<file path="src/rtl/mem_stage_pkg.sv">
// Shared pipeline control struct plus the memory-stage state encoding.
package mem_stage_pkg;

  typedef struct packed {
    logic       regWrite;
    logic       memToReg;
    logic       memRead;
    logic       memWrite;
    logic       branch;
    logic       aluSrc;
    logic [1:0] aluOp;
  } ControlSignals;

  typedef enum logic [1:0] {
    IDLE = 2'd0,
    REQ  = 2'd1,
    DONE = 2'd2
  } mem_state_t;

  localparam ControlSignals BUBBLE = '0;

  function automatic logic is_mem_op(input ControlSignals c);
    return c.memRead | c.memWrite;
  endfunction

endpackage

</file>
<file path="src/rtl/mem_stage_timeout_counter.sv">
// Counts ack-less REQ cycles; expired flags the TIMEOUT-th cycle. Saturates, never wraps.
module mem_timeout_counter #(
  parameter int TIMEOUT = 15
) (
  input  logic clk,
  input  logic reset,
  input  logic clear,
  input  logic enable,
  output logic expired
);

  localparam int CW = $clog2(TIMEOUT + 1);

  logic [CW-1:0] count;

  always_ff @(posedge clk or posedge reset) begin
    if (reset) begin
      count <= '0;
    end else if (clear) begin
      count <= '0;
    end else if (enable && (count != CW'(TIMEOUT))) begin
      count <= count + 1'b1;
    end
  end

  assign expired = (count == CW'(TIMEOUT - 1));

endmodule

</file>
<file path="src/rtl/mem_stage.sv">
// Memory-access stage: pass-through for ALU ops, stalled req/ack access for loads/stores.
// Handshake: dmem_req is held with stable we/addr/wdata until a one-cycle dmem_ack (or timeout).
module mem_stage
  import mem_stage_pkg::*;
#(
  parameter int         TIMEOUT  = 15,
  parameter logic [7:0] ERR_DATA = 8'hFF
) (
  input  logic          clk,
  input  logic          reset,
  input  ControlSignals control_in,
  input  logic [7:0]    alu_result_in,
  input  logic [7:0]    store_data_in,
  input  logic [2:0]    rd_in,
  output logic          stall_out,
  output ControlSignals control_out,
  output logic [7:0]    mem_data_out,
  output logic [7:0]    alu_result_out,
  output logic [2:0]    rd_out,
  output logic          dmem_req,
  output logic          dmem_we,
  output logic [7:0]    dmem_addr,
  output logic [7:0]    dmem_wdata,
  input  logic [7:0]    dmem_rdata,
  input  logic          dmem_ack,
  output logic          mem_err,
  output mem_state_t    state
);

  mem_state_t    state_next;
  ControlSignals hold_ctrl;
  logic [7:0]    hold_addr;
  logic [7:0]    hold_wdata;
  logic [2:0]    hold_rd;
  logic          hold_we;
  logic [7:0]    data_reg;
  logic [7:0]    data_next;
  logic          latch;
  logic          cnt_clear;
  logic          cnt_en;
  logic          expired;
  logic          err_set;

  mem_timeout_counter #(.TIMEOUT(TIMEOUT)) u_timeout (
    .clk     (clk),
    .reset   (reset),
    .clear   (cnt_clear),
    .enable  (cnt_en),
    .expired (expired)
  );

  always_ff @(posedge clk or posedge reset) begin
    if (reset) begin
      state      <= IDLE;
      hold_ctrl  <= BUBBLE;
      hold_addr  <= '0;
      hold_wdata <= '0;
      hold_rd    <= '0;
      hold_we    <= 1'b0;
      data_reg   <= '0;
      mem_err    <= 1'b0;
    end else begin
      state    <= state_next;
      data_reg <= data_next;
      mem_err  <= mem_err | err_set;
      if (latch) begin
        hold_ctrl  <= control_in;
        hold_addr  <= alu_result_in;
        hold_wdata <= store_data_in;
        hold_rd    <= rd_in;
        hold_we    <= control_in.memWrite;
      end
    end
  end

  always_comb begin
    state_next     = state;
    data_next      = data_reg;
    stall_out      = 1'b0;
    control_out    = BUBBLE;
    alu_result_out = '0;
    rd_out         = '0;
    mem_data_out   = '0;
    dmem_req       = 1'b0;
    latch          = 1'b0;
    cnt_clear      = 1'b0;
    cnt_en         = 1'b0;
    err_set        = 1'b0;
    case (state)
      IDLE: begin
        if (is_mem_op(control_in)) begin
          latch      = 1'b1;
          cnt_clear  = 1'b1;
          stall_out  = 1'b1;
          state_next = REQ;
        end else begin
          control_out    = control_in;
          alu_result_out = alu_result_in;
          rd_out         = rd_in;
        end
      end
      REQ: begin
        dmem_req  = 1'b1;
        stall_out = 1'b1;
        if (dmem_ack) begin
          data_next  = hold_we ? 8'h00 : dmem_rdata;
          state_next = DONE;
        end else if (expired) begin
          err_set    = 1'b1;
          data_next  = hold_we ? 8'h00 : ERR_DATA;
          state_next = DONE;
        end else begin
          cnt_en = 1'b1;
        end
      end
      DONE: begin
        // EX/MEM still shows the same instruction here; it must not be re-accepted.
        control_out    = hold_ctrl;
        alu_result_out = hold_addr;
        rd_out         = hold_rd;
        mem_data_out   = data_reg;
        state_next     = IDLE;
      end
      default: state_next = IDLE;
    endcase
  end

  // Memory-side fields are gated by dmem_req so they read zero outside REQ and during reset.
  assign dmem_we    = dmem_req & hold_we;
  assign dmem_addr  = dmem_req ? hold_addr  : 8'h00;
  assign dmem_wdata = dmem_req ? hold_wdata : 8'h00;

endmodule

</file>
<file path="config.mk">
export PLATFORM = sky130hd
export DESIGN_NAME = mem_stage
export DESIGN_NICKNAME = d
export VERILOG_FILES = /design/src/rtl/mem_stage_pkg.sv /design/src/rtl/mem_stage_timeout_counter.sv /design/src/rtl/mem_stage.sv
export SDC_FILE = /design/constraint.sdc
export NUM_CORES = 1
export LEC_CHECK = 0
export BUFFER_PORTS_ARGS = -buffer_cell sky130_fd_sc_hd__buf_2
export CAP_MARGIN = 20
export CORE_MARGIN = 4
export CORE_UTILIZATION = 40
export DETAILED_ROUTE_END_ITERATION = 16
export PLACE_DENSITY = 0.69
export SYNTH_ARGS = -nofsm -noshare
export SYNTH_HDL_FRONTEND = slang
export SYNTH_SLANG_ARGS = --single-unit
</file>
<file path="constraint.sdc">
create_clock -name clk -period 2.85 [get_ports clk]
set_input_delay 0.4275 -clock clk [delete_from_list [all_inputs] [get_ports clk]]
set_output_delay 0.4275 -clock clk [all_outputs]
set_load 0.005 [all_outputs]
</file>
## After elaboration in Yosys (flattened, before gate mapping)

Cells that the tools add are included.
Widths: inputs -> output; s select.

- Flip-flop bits (word level): 42
- RAM bits: 0
- Input port bits: 38
- ROM bits: 0
- Memories kept: 0
- Word-level logic and storage cells: 59
- Latch bits: 0

- Equality and inequality tests: 6
- Divide/modulo/power cells: 0
- Multiplexer cells: 29
- Shifts and indexed selects: 0
- $add $sub $neg: 1
- Multiply operators: 0
- Reductions and logical operators: 6
- Bitwise gates (word level): 3
- Order comparisons: 0

Operators with widths:

| cell | number |
|---|---|
| $mux 8 | 9 |
| $pmux 8 s2 | 2 |
| $mux 1 | 9 |
| $mux 4 | 2 |
| $mux 2 | 3 |
| $pmux 3 s2 | 1 |
| $add 4x1->4 const B | 1 |
| $eq 4x4->1 const B | 1 |
| $ne 4x4->1 const B | 1 |
| $pmux 2 s2 | 1 |
| $reduce_and 2->1 | 2 |
| $reduce_bool 2->1 | 2 |
| $mux 3 | 1 |
| $ne 3x3->1 const B | 1 |
| $eq 2x1->1 const B | 1 |
| $eq 2x2->1 const B | 1 |
| $logic_not 2->1 | 1 |
| $ne 2x2->1 const B | 1 |
| $or 1x1->1 | 2 |
| $pmux 1 s2 | 1 |
| $and 1x1->1 | 1 |
| $logic_and 1x1->1 | 1 |

## Depth between registers and ports, before layout

Gate-level depths: netlist of the first run.

- Depth in word-level cells: 7
- Depth in mapped cells: 6
- Depth with buffers taken out: 5

## By module

Synthesis of the first run repeated with hierarchy kept, for this count alone.

- Cells, all modules: 182
- Area total of the unflattened synthesis: 2188.3 um2

By module, submodules not included:

| module | cells each | area each (um2) | instances |
|---|---|---|---|
| mem_stage | 160 | 1958.1 | 1 |
| mem_timeout_counter | 22 | 230.2 | 1 |

## Least setup slack after synthesis of the first run

OpenSTA, ideal clock, no wires.

- Path kind: register to output
- From: register state[1]
- To: output alu_result_out[0]
- Data arrival time: 1.354 ns
- Path slack: 1.069 ns
- Stages on the path, launching flop included: 6
- Buffers on the path: 2
- Data required time: 2.423 ns
- Cells stage by stage: dfrtp_1 or2_1 buf_6 nor3_4 buf_6 a22o_1

- Cells in the longest elaborated chain, start to end: 2
- Elaborated cells between the ends (all ways): 3
- Classes of those cells: eq/ne: 1; mux: 1; reduce/logical: 1

RTL lines:

| element | line | RTL |
|---|---|---|
| start: declaration | mem_stage.sv:27 | `output mem_state_t state` |
| start signal: assignment | mem_stage.sv:63 | `state <= state_next;` |
| $eq 2x2->1 / $logic_not 2->1 (equally long branches) | mem_stage.sv:89 | `case (state)` |
| $pmux 8 s2 (*) | mem_stage.sv:89 |  |
| end: declaration | mem_stage.sv:18 | `output logic [7:0] alu_result_out,` |

Mark *: on every way between the ends. The rest lies on a longest branch, timed or not.

## Worst setup path after layout of the first run

- From: register state[1]
- To: output rd_out[1]

- Cells in the longest elaborated chain, start to end: 2
- Elaborated cells between the ends (all ways): 3
- Classes of those cells: eq/ne: 1; mux: 1; reduce/logical: 1

RTL lines:

| element | line | RTL |
|---|---|---|
| $eq 2x2->1 / $logic_not 2->1 (equally long branches) | mem_stage.sv:89 |  |
| $pmux 3 s2 (*) | mem_stage.sv:89 |  |
| end: declaration | mem_stage.sv:19 | `output logic [2:0] rd_out,` |

Marked as above.

==> results of run 1 <==
-- where the power goes --
| part | internal [mW] | switching (mW) |
|---|---|---|
| sequential | 0.871 | 0.174 |
| clock | 0.164 | 0.188 |
| combinational | 0.560 | 0.474 |
-- routing by layer --
layer	vias to the layer above	global-route usage (%)	part of all wire, %
met4	0	3.04	0.30
met5	-	0	0
met1	762	19.7	45
met2	64	24.6	46
li1	816	-	-
met3	2	4.06	9.0
-- cell type report --
type                    count  area (um^2)  share of cell area [%]
well taps                  70         87.6                    3.25
inverters                  10         37.5                    1.39
multi-input cells         118          990                    36.7
clock buffers               5         68.8                    2.55
clock inverters             2         10.0                   0.371
flip-flops and latches     42         1050                    39.0
repair buffers             89          453                    16.8
-- final timing paths --
path                                       start            endpoint  slack, ps  cells past startpoint
min in group clk                store_data_in[0]       hold_wdata[0]        360                      2
max in group asynchronous                  reset        hold_addr[2]       1960                      3
worst max-delay path                    state[1]           rd_out[1]        350                      4
worst min register to register           mem_err             mem_err        450                      1
worst max register to register          state[0]         data_reg[1]        980                      3
worst min-delay path                       reset  u_timeout.count[0]        210                      2
-- worst reg2reg max path, stage by stage, from the launching register on --
cell and delay, ps:
dfrtp_1 450, nor2b_1 470, o21a_1 460, mux2_2 390
-- placed cells by master, fill, tap and decap left out --
cell | netlist | routed
ha_1 | 2 | 2
nor2_1 | 2 | 2
nand3_1 | 1 | 1
and3_1 | 1 | 1
a41oi_1 | 1 | 1
and2_1 | 27 | 27
nor3_4 | 1 | 1
a211oi_1 | 1 | 1
mux2_2 | 11 | 11
a22o_1 | 19 | 19
nor4_1 | 1 | 1
clkinv_1 | 0 | 1
or3b_1 | 1 | 1
clkbuf_8 | 0 | 5
o221ai_1 | 2 | 2
and4b_1 | 1 | 1
buf_4 | 1 | 3
nor3_1 | 2 | 2
o31ai_1 | 2 | 2
buf_2 | 3 | 86
o211a_1 | 1 | 1
or2_1 | 1 | 1
nor3b_1 | 1 | 1
mux2_1 | 22 | 22
nor2b_2 | 0 | 1
o21a_1 | 1 | 1
dfrtp_1 | 42 | 42
o22ai_1 | 1 | 1
nor2b_1 | 2 | 1
nor2_2 | 1 | 1
a21o_1 | 1 | 1
nand2_1 | 2 | 2
nor2_8 | 1 | 1
inv_1 | 10 | 9
clkinv_2 | 0 | 2
a21oi_1 | 9 | 9
-- logic make-up after synthesis --
logic type,Yosys count,synth area share (%)
mux,33,17.2
simple gates,45,13.8
fa+ha+maj,2,1.16
buf+inv,23,5.73
flops,42,48.6
compound gates,38,13.5
-- per-stage QoR --
stage | worst slack (ps) | area, um^2 | utilization (%) | cells | hold slack (ps)
global route | 175 | 2700 | 52.2 | 336 | 252
detailed placement | 646 | 2620 | 50.6 | 329 | 443
CTS | 318 | 2700 | 52.2 | 336 | 220
global placement | 678 | 2620 | 50.6 | 329 | 435
floorplan | 1070 | 2160 | - | 183 | 449
finish | 352 | 2700 | 52.2 | 336 | 214
==> results.cfg, run 1 <==
[setup_path]
cp-start-kind = register
cp.arrival_ps = 2070
cp_max_fo = 17
required_ps = 2420
slowest_stage = nor3_4
path_buf_inv = 1
crit_type = reg -> out
max_stage_delay_ps = 590
crit_path_end_kind = output port
path_cells = or2_1, nor3_4, a22o_1, buf_2
cp_top_family = simple AND/OR/NAND/NOR gates

[detailed_routing]
ant_nets = 0
drc = 0
routedWlPerCell_um = 13.9
drt-pass1-iter-count = 4
finalWirelength_um = 4670
viasPerCell = 4.89
drtIter0Drc = 112
vias = 1644

[clocking]
cts_sinks = 42
clkTransAtPathRegs_ps = 80
cts_setup_buffers = 0
clockBufferDepth = 2
clk-insertion-delay-late_ps = 280
cts_hold_buf = 0
h-tree-depth = 2
cts_tree = yes
numCtsBuffers = 5
root_buffer = clkbuf_8
cts_resized = 0

[logic_synthesis]
netlist_instances = 183
ys_seq_elements = 42
synth.area.top_cells = dfrtp_1, mux2_1, and2_1
synthFlopType = dfrtp_1
synth_edf_count = 0
yosys.area.top_type_share_pct = 48.6
synth_seq_area_share_pct = 48.6
ys_types = 34
yosysWarnings = 0
synth_area_um2 = 2160
yosysMostFrequentCell = dfrtp_1
yosys.area.top_type = dfrtp_1
syn_avg_cell_area_um2 = 11.8
synthArstFlopShare_pct = 100
synth_commonest_cells = dfrtp_1, and2_1, mux2_1
synth.net_count = 223

[global_routing]
overflow = 0
grt_pass1_vias = 1634
grt_usage_pct = 14.9
grt_max_degree = 28
grt_pass1_wl_um = 7730
antenna_found_initial = 0

[pwr]
ir_drop_v = 0.000489
p_leak_nw = 1.41
powerDensity_nw_per_um2 = 902
total_power_mw = 2.43

[timing]
finalHoldViolations = 0
fin_tns_setup_ps = 0
max_slew_margin_pct = 40.6
worst_pin_slew_ps = 885
clock.fmax_ghz = 0.400
slew_violations = 0
clock_skew_ps = 2.46
post-route-period-util_pct = 87.6
rsz0062_at_grt = false
setup_viol = 0
period_needed_ps = 2500

[layout]
nNetsFinal = 306
syn_to_final_growth_pct = 24.8
fillCellCount = 479
diodes = 0
layout-drive-gt1-share_pct = 41.7

[outcome]
status = finished, final reports clean

[die]
die_y_um = 81.5
num_rows = 26
core-area_um2 = 5170
die_w_um = 81.5
io_pins = 87
die-area_um2 = 6650
initial_core_util_pct = 41.8

[place]
io_buffers = 86
place_hpwl_um = 3350
gp_congestion = 0.795

[min_path]
hold_class = in -> async

[run]
cap_viol_max_count = 0
No activity file was read; power rests on OpenSTA's default activity.
==> inputs of run 2 (changes only) <==
--- a/config.mk
+++ b/config.mk
@@ -5,10 +5,12 @@
 export SDC_FILE = /design/constraint.sdc
 export NUM_CORES = 1
 export LEC_CHECK = 0
+export ABC_AREA = 1
 export BUFFER_PORTS_ARGS = -buffer_cell sky130_fd_sc_hd__buf_2
 export CAP_MARGIN = 20
 export CORE_MARGIN = 4
 export CORE_UTILIZATION = 40
+export CTS_CLUSTER_DIAMETER = 80
 export DETAILED_ROUTE_END_ITERATION = 16
 export PLACE_DENSITY = 0.69
 export SYNTH_ARGS = -nofsm -noshare
==> run 2 against run 1 <==
Register-to-register slack improved by 60 ps; hold slack improved by 94 ps; sequential share of layout area decreased by 0.30 points; wire length increased by 8.5%; setup slack got worse by 10 ps; critical path type unchanged; critical endpoint unchanged.
==> results.cfg, run 2 <==
[global_routing]
grt_usage_pct = 16.5
met1_usage_pct = 21.2
grt_use_met2_pct = 27.1
grt_max_degree = 43
grt_pass1_vias = 1916
antenna_found_initial = 0
met3_usage_pct = 4.82
grt_busiest_layer = met2
overflow = 0
grt_pass1_wl_um = 8600

[setup_path]
cp-start-kind = register
r2r_start = state[1]
crit_type = reg -> out
reg2reg_to = hold_wdata[3]
required_ps = 2420
cp.arrival_ps = 2080
crit_path_end_kind = output port
worstRegToRegCells = 5
r2r_slack_ps = 1040
cp_max_fo = 21

[layout]
fillCellCount = 540
diodes = 0
seq_area_um2 = 1050
nNetsFinal = 412
multi_input_area_um2 = 882
final_common_cell = buf_2
layout_common_cells = buf_2, nand2_1, nor2_1, dfrtp_1, inv_1
layout-drive-gt1-share_pct = 27.4
design_area_um2 = 2720
finalNonFillerCells = 442
syn_to_final_growth_pct = 24.9

[detailed_routing]
vias = 2077
drt-pass1-iter-count = 5
viasPerCell = 4.70
routedWlPerCell_um = 11.5
drc = 0
finalWirelength_um = 5070
drtIter0Drc = 94
ant_nets = 0

[pwr]
power_frac_comb_pct = 44.9
total_power_mw = 2.47
internal_power_mw = 1.44
ir_drop_v = 0.000341
p_seq_share_pct = 40.8
switchingPower_mw = 1.03
powerDensity_nw_per_um2 = 909
p_sw_share_pct = 41.6
pwr-share-clk_pct = 14.4
p_leak_nw = 1.50

[clocking]
h-tree-depth = 2
clkTransAtPathRegs_ps = 70
numCtsBuffers = 5
cts_sinks = 42
cts_tree = yes
cts_setup_buffers = 0
clk-insertion-delay-late_ps = 290
clockBufferDepth = 2
cts_resized = 0
root_buffer = clkbuf_8
cts_hold_buf = 0

[timing]
clock_skew_ps = 4.05
post-route-period-util_pct = 88.0
holdWs_ps = 308
rsz0062_at_grt = false
slew_violations = 0
finalHoldViolations = 0
period_needed_ps = 2510
max_slew_margin_pct = 42.9
fin_tns_setup_ps = 0
clock.fmax_ghz = 0.399
worst_pin_slew_ps = 855
setup_viol = 0

[place]
io_buffers = 86
place_area_um2 = 2640
placed_cells = 435
gp_congestion = 0.797
place_hpwl_um = 3670

[logic_synthesis]
yosys.area.top_type_share_pct = 48.3
yosysWarnings = 0
netlist_instances = 291
synth_seq_area_share_pct = 48.3
synth.net_count = 331
yosysMostFrequentCell = nand2_1
synth_edf_count = 0
synthArstFlopShare_pct = 100
yosys.area.top_type = dfrtp_1
ys_seq_elements = 42
syn_avg_cell_area_um2 = 7.48
synthFlopType = dfrtp_1
synth_area_um2 = 2180
ys_types = 19
synth.area.top_cells = dfrtp_1, nand2_1, nor2_1
synth_commonest_cells = nand2_1, nor2_1, dfrtp_1, inv_1, nand3_1

[die]
die_y_um = 81.8
initial_core_util_pct = 41.8
die_w_um = 81.8
die-area_um2 = 6690
core-area_um2 = 5200
num_rows = 26
io_pins = 87

[run]
cap_viol_max_count = 0

[outcome]
status = finished, final reports clean

[min_path]
hold_class = in -> async
## run 2: final cells by class
cell class,instances,share of cell area [%]
clock buffers,7,2.81
multi-input cells,189,32.4
repair buffers,89,16.7
flip-flops and latches,42,38.7
inverters,45,6.21
well taps,70,3.22
## run 2: worst max path at each step
stage | start | endpoint | slack [ps] | cells after the start
final | state[1] | rd_out[1] | 340 | 3
after CTS | state[1] | rd_out[1] | 390 | 3
after global placement | state[1] | rd_out[0] | 830 | 3
after global routing | state[1] | rd_out[1] | 110 | 3
after detailed placement | state[1] | rd_out[1] | 710 | 3
after floorplan | control_in[4] | alu_result_out[0] | 1230 | 4
## run 2: cell families (layout without fill, tap and decap cells)
family | Yosys count | in the layout | share of synthesized area, %
AO/OA/AOI/OAI | 55 | 55 | 13.3
AND/OR/NAND/NOR | 132 | 132 | 26.1
buffers and inverters | 60 | 141 | 11.2
flip-flops | 42 | 42 | 48.3
adder cells (fa/ha/maj) | 2 | 2 | 1.15
## run 2: critical path, stage by stage, from the launching register on
cell and delay (ps):
dfrtp_1 660, nand2_1 580, o21ai_0 390, buf_2 170
## run 2: stage by stage
| stage | util (%) | setup WS (ps) |
|---|---|---|
| floorplan | - | 1230 |
| global placement | 50.8 | 825 |
| detailed placement | 50.8 | 713 |
| CTS | 52.2 | 391 |
| global route | 52.2 | 106 |
| finish | 52.2 | 342 |
## run 2: metal layers
metal	part of all wire, %	routed length (um)
met1	45	2290
met2	46	2310
met3	8.3	421
met4	1.0	51
met5	0	0
## run 2: power groups by stage
stage,clock network (mW),logic (mW),registers (mW)
2_1_floorplan,0,0.817,0.956
3_3_place_gp,0,1.12,1.00
3_5_place_dp,0,1.13,1.02
4_1_cts,0.367,1.13,1.01
5_1_grt,0.391,1.30,1.04
6_report,0.355,1.11,1.01
==> inputs of run 3 (changes only) <==
--- a/config.mk
+++ b/config.mk
@@ -12,7 +12,7 @@
 export CORE_UTILIZATION = 40
 export CTS_CLUSTER_DIAMETER = 80
 export DETAILED_ROUTE_END_ITERATION = 16
-export PLACE_DENSITY = 0.69
+export PLACE_DENSITY = 0.74
 export SYNTH_ARGS = -nofsm -noshare
 export SYNTH_HDL_FRONTEND = slang
 export SYNTH_SLANG_ARGS = --single-unit
==> run 3 against run 2 <==
Clock power up 12%; hold slack got worse by 2.3 ps; utilization grew 0.22 points; combinational power is essentially flat; critical path depth stayed put; global-route usage decreased by 0.58 points; wire length increased by 0.51%; setup slack better by 100 ps; via count is 1.2% lower; non-clock buffer count decreased by 1; highest routed layer unchanged.
==> results.cfg, run 3 (synthesis results as in run 2) <==
[setup_path]
required_ps = 2420
worstRegToRegCells = 6
crit_type = reg -> out
cp_top_family = flip-flops
r2r_slack_ps = 840
path_cells = nand2_1, o21ai_0, buf_2
crit_path_end_kind = output port
cp-start-kind = register
reg2reg_to = u_timeout.count[0]
cp.arrival_ps = 1980
cp_max_fo = 21
r2r_start = state[1]
max_stage_delay_ps = 640
slowest_stage = dfrtp_1
path_buf_inv = 1

[timing]
clock_skew_ps = 5.08
period_needed_ps = 2410
finalHoldViolations = 0
holdWs_ps = 305
setup_viol = 0
worst_pin_slew_ps = 864
slew_violations = 0
clock.fmax_ghz = 0.416
fin_tns_setup_ps = 0
post-route-period-util_pct = 84.4
max_slew_margin_pct = 42.3
rsz0062_at_grt = false

[clocking]
clockBufferDepth = 2
cts_sinks = 42
clk-insertion-delay-late_ps = 290
cts_resized = 0
h-tree-depth = 2
numCtsBuffers = 5
clkTransAtPathRegs_ps = 80
cts_tree = yes
cts_setup_buffers = 0
root_buffer = clkbuf_8
cts_hold_buf = 0

[detailed_routing]
ant_nets = 0
wl_met3_um = 340
viasPerCell = 4.64
drc = 0
vias = 2052
top_layer_used = met4
finalWirelength_um = 5090
met1_length_um = 2460
drt-pass1-iter-count = 4
routedWlPerCell_um = 11.5
wl_met2_um = 2220
drtIter0Drc = 70

[layout]
layout-drive-gt1-share_pct = 28.0
multi_input_area_um2 = 882
nNetsFinal = 411
diodes = 0
layout_common_cells = buf_2, nand2_1, nor2_1, dfrtp_1, inv_1
seq_area_um2 = 1050
final_common_cell = buf_2
syn_to_final_growth_pct = 25.4
fillCellCount = 506

[min_path]
hold_class = in -> async

[die]
initial_core_util_pct = 41.8
core-area_um2 = 5200
num_rows = 26
die_w_um = 81.8
die_y_um = 81.8
io_pins = 87
die-area_um2 = 6690

[pwr]
internal_power_mw = 1.46
p_seq_share_pct = 39.9
power_frac_comb_pct = 44.4
switchingPower_mw = 1.06
p_sw_share_pct = 42.0
p_leak_nw = 1.50
pwr-share-clk_pct = 15.7
ir_drop_v = 0.000431
powerDensity_nw_per_um2 = 923

[global_routing]
grt_max_degree = 44
grt_pass1_wl_um = 8360
overflow = 0
grt_pass1_vias = 1880
antenna_found_initial = 0
grt_usage_pct = 15.9

[place]
place_hpwl_um = 3630
io_buffers = 86
gp_congestion = 0.761

[run]
cap_viol_max_count = 0

[outcome]
status = finished, final reports clean
run 3: power groups by stage:
stage | Sequential [mW] | Combinational [mW] | Clock (mW)
3_5_place_dp | 1.01 | 1.13 | 0
2_1_floorplan | 0.956 | 0.817 | 0
3_3_place_gp | 1.00 | 1.11 | 0
5_1_grt | 1.03 | 1.30 | 0.428
6_report | 1.01 | 1.12 | 0.397
4_1_cts | 1.00 | 1.13 | 0.413
run 3: metrics by stage:
stage | total power, mW | util (%) | worst slack (ps) | area, um^2 | instances
after detailed placement | 2.14 | 50.6 | 760 | 2640 | 434
after global placement | 2.11 | 50.6 | 836 | 2640 | 434
after global routing | 2.76 | 52.5 | 274 | 2730 | 442
final | 2.52 | 52.5 | 443 | 2730 | 442
after CTS | 2.55 | 52.5 | 431 | 2730 | 442
after floorplan | 1.77 | - | 1230 | 2180 | 291
run 3: worst max-delay path by stage:
stage / end / depth (start not counted) / startpoint
floorplan: alu_result_out[0] / 4 / control_in[4]
global placement: rd_out[0] / 3 / state[1]
detailed placement: rd_out[0] / 3 / state[1]
CTS: rd_out[0] / 3 / state[1]
global route: rd_out[0] / 3 / state[1]
finish: rd_out[0] / 3 / state[1]
run 3: area by class of cell:
class	instances	share of cell area, %
clock inverters	2	0.458
repair buffers	88	16.3
flip-flops and latches	42	38.5
well taps	70	3.21
multi-input cells	189	32.3
clock buffers	6	3.02
inverters	45	6.19
run 3: routing by layer:
metal,global-route usage (%),vias up
met1,21.5,902
li1,-,1072
met2,25.0,71
met3,3.62,7
met5,0,-
met4,5.98,0
